### src/rtl/adder_result_collector.sv
// Purpose : collects valid 64-bit adder results into a circular FIFO and hands them to a consumer.
// Latency : a word pushed into an empty FIFO is on out_data/out_valid the next cycle (registered, no bypass).
// Backpress: the adder cannot stall, so almost_full throttles the source; words arriving when full are dropped.
//
// Ports:
//   clk, rst_n            clock (rising edge) and asynchronous active-low reset
//   in_valid, in_data     result strobe and word from the adder (bit 64 = carry)
//   out_valid, out_ready  consumer handshake; out_data is the registered head, out_carry = out_data[64]
//   level, almost_full    occupancy and early-throttle flag (level >= AFULL_LVL)
//   overflow, drop_cnt    sticky drop flag and saturating drop count, cleared by clr_ovf
module adder_result_collector #(
    parameter int DATA_W    = 66,
    parameter int DEPTH     = 8,
    parameter int AFULL_LVL = 5
) (
    input  logic                     clk,
    input  logic                     rst_n,
    input  logic                     in_valid,
    input  logic [DATA_W-1:0]        in_data,
    output logic                     out_valid,
    input  logic                     out_ready,
    output logic [DATA_W-1:0]        out_data,
    output logic                     out_carry,
    output logic [$clog2(DEPTH):0]   level,
    output logic                     almost_full,
    output logic                     overflow,
    output logic [15:0]              drop_cnt,
    input  logic                     clr_ovf
);

    localparam int PTR_W = $clog2(DEPTH);
    localparam int LVL_W = PTR_W + 1;
    localparam logic [LVL_W-1:0] DEPTH_L = LVL_W'(DEPTH);
    localparam logic [LVL_W-1:0] AFULL_L = LVL_W'(AFULL_LVL);

    logic [DATA_W-1:0] mem [DEPTH];
    logic [PTR_W-1:0]  wr_ptr;
    logic [PTR_W-1:0]  rd_ptr;

    logic              pop;
    logic              push;
    logic              drop;
    logic              full;
    logic [LVL_W-1:0]  level_after_pop;
    logic [LVL_W-1:0]  level_nxt;
    logic [PTR_W-1:0]  rd_ptr_nxt;
    logic [DATA_W-1:0] head_nxt;

    always_comb begin
        pop             = out_valid && out_ready;
        full            = (level == DEPTH_L);
        // A pop in the same cycle frees the slot, so a full FIFO can still accept.
        push            = in_valid && (!full || pop);
        drop            = in_valid && full && !pop;
        level_after_pop = pop ? level - LVL_W'(1) : level;
        level_nxt       = push ? level_after_pop + LVL_W'(1) : level_after_pop;
        rd_ptr_nxt      = pop ? rd_ptr + PTR_W'(1) : rd_ptr;
        // If the FIFO is (or becomes) empty, the incoming word becomes the new head directly;
        // otherwise the next head is already sitting in the RAM.
        if (push && (level_after_pop == '0)) begin
            head_nxt = in_data;
        end else begin
            head_nxt = mem[rd_ptr_nxt];
        end
    end

    // RAM contents carry no reset; validity is tracked by the pointers and level.
    always_ff @(posedge clk) begin
        if (push) begin
            mem[wr_ptr] <= in_data;
        end
    end

    always_ff @(posedge clk or negedge rst_n) begin
        if (!rst_n) begin
            wr_ptr    <= '0;
            rd_ptr    <= '0;
            level     <= '0;
            out_valid <= 1'b0;
            out_data  <= '0;
        end else begin
            if (push) begin
                wr_ptr <= wr_ptr + PTR_W'(1);
            end
            rd_ptr    <= rd_ptr_nxt;
            level     <= level_nxt;
            out_valid <= (level_nxt != '0);
            // Only load a real entry; when draining to empty the last word is simply held.
            if (level_nxt != '0) begin
                out_data <= head_nxt;
            end
        end
    end

    // A drop in the same cycle as a clear wins, so the event is never lost.
    always_ff @(posedge clk or negedge rst_n) begin
        if (!rst_n) begin
            overflow <= 1'b0;
            drop_cnt <= '0;
        end else if (drop) begin
            overflow <= 1'b1;
            if (clr_ovf) begin
                drop_cnt <= 16'd1;
            end else if (drop_cnt != 16'hFFFF) begin
                drop_cnt <= drop_cnt + 16'd1;
            end
        end else if (clr_ovf) begin
            overflow <= 1'b0;
            drop_cnt <= '0;
        end
    end

    assign almost_full = (level >= AFULL_L);
    assign out_carry   = out_data[64];

endmodule

### config.mk
export PLATFORM = sky130hd
export DESIGN_NAME = adder_result_collector
export DESIGN_NICKNAME = d
export VERILOG_FILES = /design/src/rtl/adder_result_collector.sv
export SDC_FILE = /design/constraint.sdc
export NUM_CORES = 1
export LEC_CHECK = 0
export CORE_ASPECT_RATIO = 1.1
export CORE_MARGIN = 4
export CORE_UTILIZATION = 46
export DETAILED_ROUTE_END_ITERATION = 7
export SETUP_SLACK_MARGIN = 0.02
export SLEW_MARGIN = 20
export SYNTH_ARGS = -nofsm -noshare
export SYNTH_HDL_FRONTEND = slang
export SYNTH_SLANG_ARGS = --single-unit
### constraint.sdc
create_clock -name clk -period 9.4 [get_ports clk]
set_clock_uncertainty 0.1 [all_clocks]
set_input_delay 1.88 -clock clk [delete_from_list [all_inputs] [get_ports clk]]
set_output_delay 1.88 -clock clk [all_outputs]
set_load 0.02 [all_outputs]
==> results by group <==
Placement
  – Instance count after placement with tap cells included: ~2,100
  – Port Buffers: 160
  – Placed instance area: ~27,000 µm²
  – Detailed Place HPWL: about 27 mm
  – Placer congestion estimate: 0.764

GRT
  – Number of antenna violations at the first check in global routing: 5
  – Overflow after GRT: 0
  – Overall global routing resource usage: 19.6%
  – Vias in the first global route: about 13,000
  – Wire length of the first global-routing pass: around 84 mm
  – Pin count of the biggest net entering global routing: approximately 130

Synth
  – Cell taking the most area after synthesis: edfxtp_1
  – Post-synth ARST share: 15.1%
  – Cell types occupying the most area after synthesis: edfxtp_1 (65%), mux4_2 (12%), dfrtp_1 (9.7%)
  – Post-synth EDFFs: 528
  – Area fraction of the dominant cell type after synthesis: about 65%
  – Post-synthesis cell count: ~1,300
  – Sequential element share of the synthesized area: between 70% and 80%
  – Average instance area after synthesis: 18.7 µm²
  – Basic-gate share of the synthesized area counting and, or, nand and nor cells: 5.42%
  – Cell area after synthesis: 24,300 µm²
  – Synth Area in XOR/XNOR: less than 1%
  – Synthesized flop and latch total: 622
  – Dominant combinational cell family by area after synthesis: multiplexers
  – Compound-Gate Fraction of Synth Area: 4.50%
  – Synth Area in Adders: less than 1%
  – Post-synthesis mux area share: around an eighth
  – Count of unique library cells instantiated by Yosys: 48
  – Post-Syn Nets: about 1,400
  – Most instantiated flip-flop cell in the synthesis netlist: edfxtp_1
  – Number of warnings printed during yosys synthesis: 0

Routing
  – Vias post-DR: about 13,000
  – Mean number of vias per cell: 5.75
  – Number of remaining DRC errors: 0
  – Routed Antenna Nets: 0
  – Drt pass-1 iters: 7
  – Average wire per cell in the routed design: between 20 and 25 µm
  – Routed WL: about 55 mm
  – First DRT Iteration DRCs: between 1,000 and 1,500

Floorplan
  – # IOs: about 160
  – Total die area: roughly 57,000 µm²
  – DIE WIDTH: ~230 µm
  – Std cell rows: between 80 and 90
  – Effective utilization at floorplan: a little under half
  – Die Y: ~250 µm
  – Std-Cell Core Area: roughly 52,000 µm²

Clocking
  – Post-CTS setup buffers: 0
  – CTS tree: yes
  – Post-cts sizing count: 0
  – Total CTS buffers: 66
  – Number of buffers between clock root and the deepest sink: 3
  – Num Clock Sinks: 622
  – Master cell of the clock root buffer: clkbuf_16
  – Depth of the CTS H-tree: 3
  – Clock Latency Late Sink: between 0.5 and 0.6 ns
  – Clock transition time at the flip-flop clock pins of the worst setup and hold paths: 0.06 ns
  – Hold buffer count at CTS: 0

Timing
  – Pins Over Slew Limit: 0
  – Share of the clock period used by the worst path after layout: roughly 53%
  – Worst-Margin Slew: between 1 and 1.5 ns
  – Final Hold Viols: 0
  – Highest Clock Rate: ~200 MHz
  – Shortest period the worst path allows: ~5 ns
  – Relative slew slack: a little over a quarter
  – Sum of negative setup slack: 0 ns
  – Setup repair after global routing missed its margin: no
  – Setup violation total in the final timing report: 0

Power and ir drop
  – Fraction of power consumed by sequential logic: between 30% and 40%
  – Sw frac: approximately 32%
  – Comb pwr share: a little under two fifths
  – Sw power: between 3000 and 4000 µW
  – Clock network fraction of design power: 25.1%
  – Internal power: approximately 6900 µW
  – Maximum VDD drop: between 0.0002 and 0.0003 V
  – Power density normalized to cell area: 355 nW/µm²
  – Leakage Power: roughly 0.0097 µW

Setup path
  – Number of buffer and inverter instances along the worst setup path: 4
  – Series of cell instances along the critical path: clkdlybuf4s50_1, nand2_1, mux2_2, inv_1, ha_1, xor3_1, nor3b_1, nor2_1, nor2_4, clkinv_2, buf_4, o21ai_0, o2bb2ai_1
  – Category of cells accounting for the largest share of critical-path delay: buffers and inverters
  – Top fanout value on the critical path: 53
  – Critical Setup Path Class: input pin to register
  – Largest incremental delay on the critical path: roughly 0.67 ns
  – Required @ worst endpoint: 9.80 ns
  – Crit path arrival time: between 5 and 6 ns
  – Endpoint kind of the worst setup timing path: register
  – Sort of element at the start of the critical path: input pin
  – Library cell contributing the largest single delay on the critical path: buf_4

Layout
  – Number of filler cells placed in the layout: about 4,000
  – Layout overhead on the synthesized area: 18.8%
  – Post-layout instance count excluding filler cells: about 2,200
  – Fin nets: ~1,600
  – Fraction of final layout cells sized beyond drive strength 1: between 10% and 20%
  – Utilization after layout: 55.1%
  – Post-route standard cell area excluding fillers: between 20,000 and 30,000 µm²

Worst hold path
  – HP Class: register to register

Job
  – Count of maximum capacitance violations: 0

Status
  – Status: complete, no violations
[routing by layer]
metal / vias up / track usage (%) / part of all wire, %
met2: 335 / 31.4 / 49
met3: 63 / 3.50 / 5.4
met1: 6759 / 28.2 / 44
met5: - / 0 / 0.029
li1: 5545 / - / -
met4: 2 / 5.07 / 1.7
[layout by cell type, fill, tap and decap left out, types with 9 or more instances in the layout]
master | netlist | layout
nand2_1 | 151 | 151
o21ai_0 | 70 | 70
nor2_1 | 18 | 17
edfxtp_1 | 528 | 528
clkbuf_16 | 0 | 69
clkbuf_1 | 41 | 19
clkdlybuf4s50_1 | 0 | 159
xor2_1 | 11 | 10
dfrtp_1 | 94 | 94
mux4_2 | 132 | 132
buf_4 | 11 | 24
and3_1 | 67 | 67
o2bb2ai_1 | 65 | 65
clkinv_2 | 0 | 9
[synth_stat cells (2+ instances only)]
cell / n
a21o_1: 3
mux2_2: 2
buf_4: 11
ha_1: 8
o21ai_1: 3
nand2_1: 151
o2bb2ai_1: 65
nand4_1: 4
nor2_1: 18
inv_1: 9
or3_1: 5
or2_2: 2
buf_2: 20
nand2b_1: 2
nor3_1: 5
clkbuf_1: 41
nand3_1: 8
dfrtp_1: 94
and3_1: 67
xor2_1: 11
nor4b_1: 3
and4_1: 2
mux4_2: 132
buf_6: 2
nor3b_1: 3
o21ai_0: 70
a21oi_1: 8
xnor2_1: 4
edfxtp_1: 528
[path summary, 6_finish.rpt]
| path | start | end | slack, ns | cells past startpoint |
|---|---|---|---|---|
| setup / recovery | out_ready | out_data[28]$_DFFE_PN0P_ | 4.39 | 13 |
| hold / removal | out_data[0]$_DFFE_PN0P_ | out_data[0]$_DFFE_PN0P_ | 0.39 | 1 |
| max in group asynchronous | rst_n | out_data[18]$_DFFE_PN0P_ | 6.61 | 2 |
| setup reg to reg | out_valid$_DFF_PN0_ | out_data[28]$_DFFE_PN0P_ | 5.76 | 12 |
| hold reg to reg | out_data[0]$_DFFE_PN0P_ | out_data[0]$_DFFE_PN0P_ | 0.39 | 1 |
| min in group asynchronous | rst_n | drop_cnt[0]$_DFFE_PN0P_ | 1.33 | 1 |
[power groups by stage]
stage	logic (µW)	registers, µW	clock network (µW)
6_report	3890	3780	2580
5_1_grt	4250	3830	2760
4_1_cts	3990	3790	2640
3_5_place_dp	3980	3840	0
3_3_place_gp	3910	3820	0
2_1_floorplan	2610	3980	0
[registers in the layout, summed over array words and instances (netlist names)]
register and cells:
rd_ptr 3, out_data 66, drop_cnt 16, wr_ptr 3
overflow 1, level 4, out_valid 1, mem 528
[worst reg2reg max path: cells and delay by family, from the launching register on]
kind	cells	cell delay [ns]
fa+ha+maj	1	0.18
compound gates	2	0.47
buf+inv	3	0.96
mux	1	0.45
xor+xnor	1	0.30
flops	1	0.45
simple gates	4	0.68
[final cells by class]
class                   count  area (µm²)  share of cell area (%)
flip-flops and latches    622       18200                    63.1
repair buffers            185        1810                    6.28
clock inverters            28         299                    1.04
well taps                 675         845                    2.93
clock buffers              92        1850                    6.42
diodes                      4        10.0                  0.0347
inverters                  10        38.8                   0.134
multi-input cells         593        5780                    20.0
[kinds of logic (layout without fill, tap and decap cells)]
group           count (synthesis)  in the layout
simple gates                  276            276
other cells                     0              4
fa+ha+maj                       8              8
compound gates                158            158
mux                           135            135
buf+inv                        85            315
xor+xnor                       16             16
flops                         622            622
[stage by stage]
stage / total power (µW) / hold slack (ns) / worst slack (ns)
final: 10200 / 0.388 / 4.39
after global routing: 10800 / 0.397 / 4.19
after CTS: 10400 / 0.393 / 4.42
after detailed placement: 7810 / 0.375 / 3.81
after global placement: 7740 / 0.375 / 3.95
after floorplan: 6590 / 0.457 / 0.0647
Note: power is estimated with default switching activity, not from simulation.
